[src/rtl/cpu_run_ctrl.sv]
// cpu_run_ctrl: run controller for the Hack CPU.
// Stretches reset into the CPU, then gates CPU/Memory updates through cpu_en
// with run / halt / single-step control and a cycle counter for debug readout.
// Breakpoint logic (bp_stop, skip flag, bp_hit) is built only when the macro
// CPU_RUN_CTRL_BREAKPOINT_EN is defined; otherwise bp_hit is tied low.
module cpu_run_ctrl #(
    parameter int unsigned RESET_CYCLES = 20,
    parameter int unsigned AUTO_RUN     = 1,
    parameter int unsigned CNT_W        = 32
) (
    input  logic             clk,
    input  logic             reset,
    input  logic             run,
    input  logic             halt_req,
    input  logic             step,
    input  logic             restart,
    input  logic [15:0]      pc,
    input  logic [15:0]      bp_addr,
    input  logic             bp_valid,
    output logic             cpu_reset,
    output logic             cpu_en,
    output logic             halted,
    output logic             bp_hit,
    output logic [1:0]       state,
    output logic [CNT_W-1:0] cycle_count
);

    typedef enum logic [1:0] {
        ST_RST  = 2'd0,
        ST_HALT = 2'd1,
        ST_RUN  = 2'd2,
        ST_STEP = 2'd3
    } state_t;

    localparam logic [7:0] RST_LOAD = 8'(RESET_CYCLES - 1);

    state_t     state_q;
    state_t     state_d;
    logic [7:0] rst_cnt;
    logic       bp_stop;
    logic       clr;

    assign state     = state_q;
    assign cpu_reset = (state_q == ST_RST);
    assign halted    = (state_q == ST_HALT);

    // Counter and sticky flag are cleared while in RST and on the edge that enters it.
    assign clr = (state_q == ST_RST) || (state_d == ST_RST);

    // State register
    always_ff @(posedge clk or posedge reset) begin
        if (reset) begin
            state_q <= ST_RST;
        end else begin
            state_q <= state_d;
        end
    end

    // Next-state selection and clock-enable generation
    always_comb begin
        state_d = state_q;
        cpu_en  = 1'b0;
        unique case (state_q)
            ST_RST: begin
                if (restart) begin
                    state_d = ST_RST;
                end else if (rst_cnt == 8'd0) begin
                    state_d = (AUTO_RUN != 0) ? ST_RUN : ST_HALT;
                end
            end
            ST_HALT: begin
                if (restart) begin
                    state_d = ST_RST;
                end else if (halt_req) begin
                    state_d = ST_HALT;
                end else if (step) begin
                    state_d = ST_STEP;
                end else if (run) begin
                    state_d = ST_RUN;
                end
            end
            ST_RUN: begin
                cpu_en = !halt_req && !bp_stop;
                if (restart) begin
                    state_d = ST_RST;
                end else if (halt_req || bp_stop) begin
                    state_d = ST_HALT;
                end
            end
            ST_STEP: begin
                cpu_en  = 1'b1;
                state_d = restart ? ST_RST : ST_HALT;
            end
        endcase
    end

    // Reset-stretch down-counter: reloads on any entry to RST or restart while in RST
    always_ff @(posedge clk or posedge reset) begin
        if (reset) begin
            rst_cnt <= RST_LOAD;
        end else if ((state_d == ST_RST) && ((state_q != ST_RST) || restart)) begin
            rst_cnt <= RST_LOAD;
        end else if ((state_q == ST_RST) && (rst_cnt != 8'd0)) begin
            rst_cnt <= rst_cnt - 8'd1;
        end
    end

    // Enabled-cycle counter, wraps silently
    always_ff @(posedge clk or posedge reset) begin
        if (reset) begin
            cycle_count <= '0;
        end else if (clr) begin
            cycle_count <= '0;
        end else if (cpu_en) begin
            cycle_count <= cycle_count + CNT_W'(1);
        end
    end

`ifdef CPU_RUN_CTRL_BREAKPOINT_EN
    logic skip_q;

    // skip_q lets the instruction sitting at bp_addr execute once after a resume.
    assign bp_stop = bp_valid && (pc == bp_addr) && !skip_q;

    // Skip flag: armed on HALT->RUN, dropped after the first RUN cycle
    always_ff @(posedge clk or posedge reset) begin
        if (reset) begin
            skip_q <= 1'b0;
        end else if ((state_q == ST_HALT) && (state_d == ST_RUN)) begin
            skip_q <= 1'b1;
        end else if (state_q == ST_RUN) begin
            skip_q <= 1'b0;
        end
    end

    // Sticky breakpoint-hit flag; any accepted command out of HALT clears it
    always_ff @(posedge clk or posedge reset) begin
        if (reset) begin
            bp_hit <= 1'b0;
        end else if (clr) begin
            bp_hit <= 1'b0;
        end else if ((state_q == ST_HALT) && (state_d != ST_HALT)) begin
            bp_hit <= 1'b0;
        end else if ((state_q == ST_RUN) && bp_stop) begin
            bp_hit <= 1'b1;
        end
    end
`else
    logic unused_bp;

    assign bp_stop   = 1'b0;
    assign bp_hit    = 1'b0;
    assign unused_bp = ^{pc, bp_addr, bp_valid};
`endif

endmodule
[config.mk]
export PLATFORM = sky130hd
export DESIGN_NAME = cpu_run_ctrl
export DESIGN_NICKNAME = d
export VERILOG_FILES = /design/src/rtl/cpu_run_ctrl.sv
export SDC_FILE = /design/constraint.sdc
export NUM_CORES = 1
export LEC_CHECK = 0
export CORE_MARGIN = 3
export CORE_UTILIZATION = 46
export DETAILED_ROUTE_END_ITERATION = 10
export GPL_ROUTABILITY_DRIVEN = 0
export GPL_TIMING_DRIVEN = 0
export PLACE_DENSITY = 0.87
export SYNTH_ARGS = -nofsm -noshare
export SYNTH_HDL_FRONTEND = slang
export SYNTH_SLANG_ARGS = --single-unit
[constraint.sdc]
create_clock -name clk -period 2.9 [get_ports clk]
set_clock_uncertainty 0.15 [all_clocks]
set_input_delay 0.58 -clock clk [delete_from_list [all_inputs] [get_ports clk]]
set_output_delay 0.58 -clock clk [all_outputs]
set_load 0.02 [all_outputs]
==> run summary <==
Clock Path Buffers: 2
# IOs: 77
core area: 4790 sq um
DRC viols: 0
Yosys cell types: 42
worst hold path class: reg -> reg
synth top area cells: dfrtp_1 42%, or4_1 4.9%, a21oi_1 4.8%
Post-Syn Nets: 293
Seq/Total Area, Yosys: 45.7%
Skew-Pair Late Insertion Delay: 0.29 ns
Crit path top cell by count: clkdlybuf4s50_1
antenna fix cells: 0
die area: 5910 sq um
ys async rst share: 100%
1st-pass router iterations: 5
Area growth syn-to-layout: 25.5%
status: complete, no violations
critical path buffer and inverter count: 3
delay-heaviest family, CP: buffers and inverters
fin cells: 367
initial core utilization: 48.3%
worst hold slack: 0.365 ns
Design Power: 1.07 mW
Crit. End Element: output port
sw power: 0.251 mW
Antenna Nets Post-Route: 0
Leakage: 1.07 nW
post-DP HPWL: 3.84 mm
Die X: 76.9 um
max-cap violations: 0
CP Data Required Time: 2.17 ns
Slew @ Worst Pin: 0.862 ns
internal power: 0.821 mW
Net Sw Frac: 23.4%
Logic pwr share: 6.8%
post-synth design cell area: 2310 sq um
wirelength, routed: 5.38 mm
CTS HTree Levels: 2
Slew Viols, Final: 0
CTS root buf: clkbuf_8
vias per cell: 5.76
layout cell share with drive strength beyond 1: 6.67%
cell taking the most area after synthesis: dfrtp_1
number of DRC markers in iteration 0: 135
gate count after technology mapping: 252
drt wl/cell: 14.6 um
minimum clock period: 2.79 ns
Peak VDD IR: 228 uV
final setup vio count: 0
unrepaired setup endpoints after global routing: no
Post-synth EDFFs: 0
first-pass GRT wire length: 8.66 mm
Layout Nets: 340
GRT Util Overall: 17.6%
Cell Rows: 25
vias in the first global route: 1927
Synth top area share: 42.3%
Yosys reg bits: 42
Num CTS Buffers: 5
WS Path Type: in -> out
CP Max Fanout: 8
# clock sinks: 42
Most used DFF post-synth: dfrtp_1
CP max stage delay: 0.60 ns
clock power share: 36.1%
Post-CTS Hold Fix Bufs: 0
cells along the critical path: clkdlybuf4s50_1, nand2b_4, nand2_1, inv_1, clkdlybuf4s50_1
CTS tree: done
CP startpoint kind: input port
YS warnings: 0
Die H: 76.9 um
PortBufs: 41
Final Util: 60.6%
largest net degree at the start of global routing: 43
fmax: 358 MHz
CP max-delay cell: clkdlybuf4s50_1
Reg clk slew, reported paths: 0.07 ns
critical path arrival: 2.06 ns
DP Cell Count: 360
Post-Syn Area per Cell: 9.17 sq um
final hold vios: 0
pwr/cell area: 370 nW/um^2
Seq pwr share: 57.1%
max_slew headroom: 42.5%
vias: 2115
initial antenna violation count: 0
part of the cycle the worst path needs: 96.2%
grt ovf: 0
-- registers in the layout, indices dropped and copies added (netlist names) --
| name | flops |
|---|---|
| cycle_count | 32 |
| rst_cnt | 8 |
| state | 2 |
-- per-stage QoR --
step | cell area (sq um) | TNS (ns) | worst slack, ns
final | 2900 | 0 | 0.109
after global routing | 2900 | 0 | 0.0199
after CTS | 2890 | 0 | 0.000810
after detailed placement | 2800 | -0.211 | -0.116
after global placement | 2800 | -0.140 | -0.0930
after floorplan | 2310 | 0 | 0.687
-- Yosys cell counts, types with 2 or more instances --
cell type  number
xor2_1          5
o21ai_0         7
nor2b_1         4
nand4_1        10
mux2i_1         6
nand2b_1        8
nor2_1         15
and4_1          3
ha_1            2
dfrtp_1        39
or3_1           9
clkbuf_1       11
nand2_1        18
or4_1          15
inv_1          12
buf_2           2
nor3_1          5
xnor2_1         4
dfstp_2         3
nor4_1          5
and3_1          4
a21oi_1        22
nand3_1        11
o31ai_1        14
-- final timing paths --
kind | startpoint | to | slack (ns) | cells after the start
min in group asynchronous | reset | cycle_count[28] | 0.64 | 2
worst min register to register | rst_cnt[4] | rst_cnt[4] | 0.37 | 2
worst max register to register | state[0] | cycle_count[29] | 0.43 | 7
worst min-delay path | rst_cnt[4] | rst_cnt[4] | 0.37 | 2
worst max-delay path | halt_req | cpu_en | 0.11 | 5
max in group asynchronous | reset | cycle_count[16] | 1.42 | 2
-- cells in the final DEF (no fill, tap or decap), drive strengths merged, types with 2 or more instances in the layout --
cell | synthesis | routed
clkdlybuf4s50 | 0 | 41
dfrtp | 39 | 39
a21oi | 22 | 22
nand2 | 18 | 18
clkbuf | 11 | 17
or4 | 15 | 15
nor2 | 15 | 15
o31ai | 14 | 14
inv | 12 | 12
nand3 | 11 | 11
nand4 | 11 | 11
or3 | 9 | 9
nand2b | 8 | 8
o21ai | 8 | 8
mux2i | 6 | 6
nor4 | 6 | 6
nor3 | 5 | 5
xor2 | 5 | 5
nor2b | 4 | 4
and3 | 4 | 4
xnor2 | 4 | 4
and4 | 3 | 3
dfstp | 3 | 3
buf | 3 | 3
ha | 2 | 2
-- timing repair --
item / 4_1_cts / 5_1_grt
buffers inserted: 0 / 0
gates resized for setup: 0 / 2
setup endpoints to repair: 1 / 1
-- metal layers --
metal	track usage [%]	up-vias	share of wire, %
met4	5.43	0	0.87
met3	3.87	6	4.8
met2	30.8	64	49
met1	21.6	1015	45
met5	0	-	0
li1	-	1030	-
-- worst min-delay path, stage by stage, from the launching register on --
cell     delay (ns)
dfstp_2        0.38
o31ai_1        0.06
nand3_1        0.08
-- final cells by class --
cell class | instances | area [sq um]
Timing Repair Buffer | 41 | 410
Fill cell | 409 | 1890
Clock inverter | 1 | 5.00
Multi-Input combinational cell | 184 | 1160
Clock buffer | 7 | 86.3
Tap cell | 67 | 83.8
Inverter | 12 | 45.0
Sequential cell | 42 | 1050
Buffer | 13 | 55.1
-- power groups by stage --
| stage | Sequential, mW | Clock (mW) | Combinational (mW) |
|---|---|---|---|
| floorplan | 0.621 | 0 | 0.0514 |
| global placement | 0.623 | 0 | 0.0703 |
| detailed placement | 0.623 | 0 | 0.0738 |
| CTS | 0.612 | 0.390 | 0.0730 |
| global route | 0.614 | 0.415 | 0.0807 |
| finish | 0.612 | 0.387 | 0.0727 |
-- logic make-up after synthesis --
kind of cell	synth area share, %
multiplexers	3.09
AO/OA/AOI/OAI	13.7
flip-flops	45.7
buffers and inverters	4.50
other	0.162
adder cells (fa/ha/maj)	1.08
AND/OR/NAND/NOR	28.4
XOR/XNOR	3.41
Note: power is estimated with default switching activity, not from simulation.
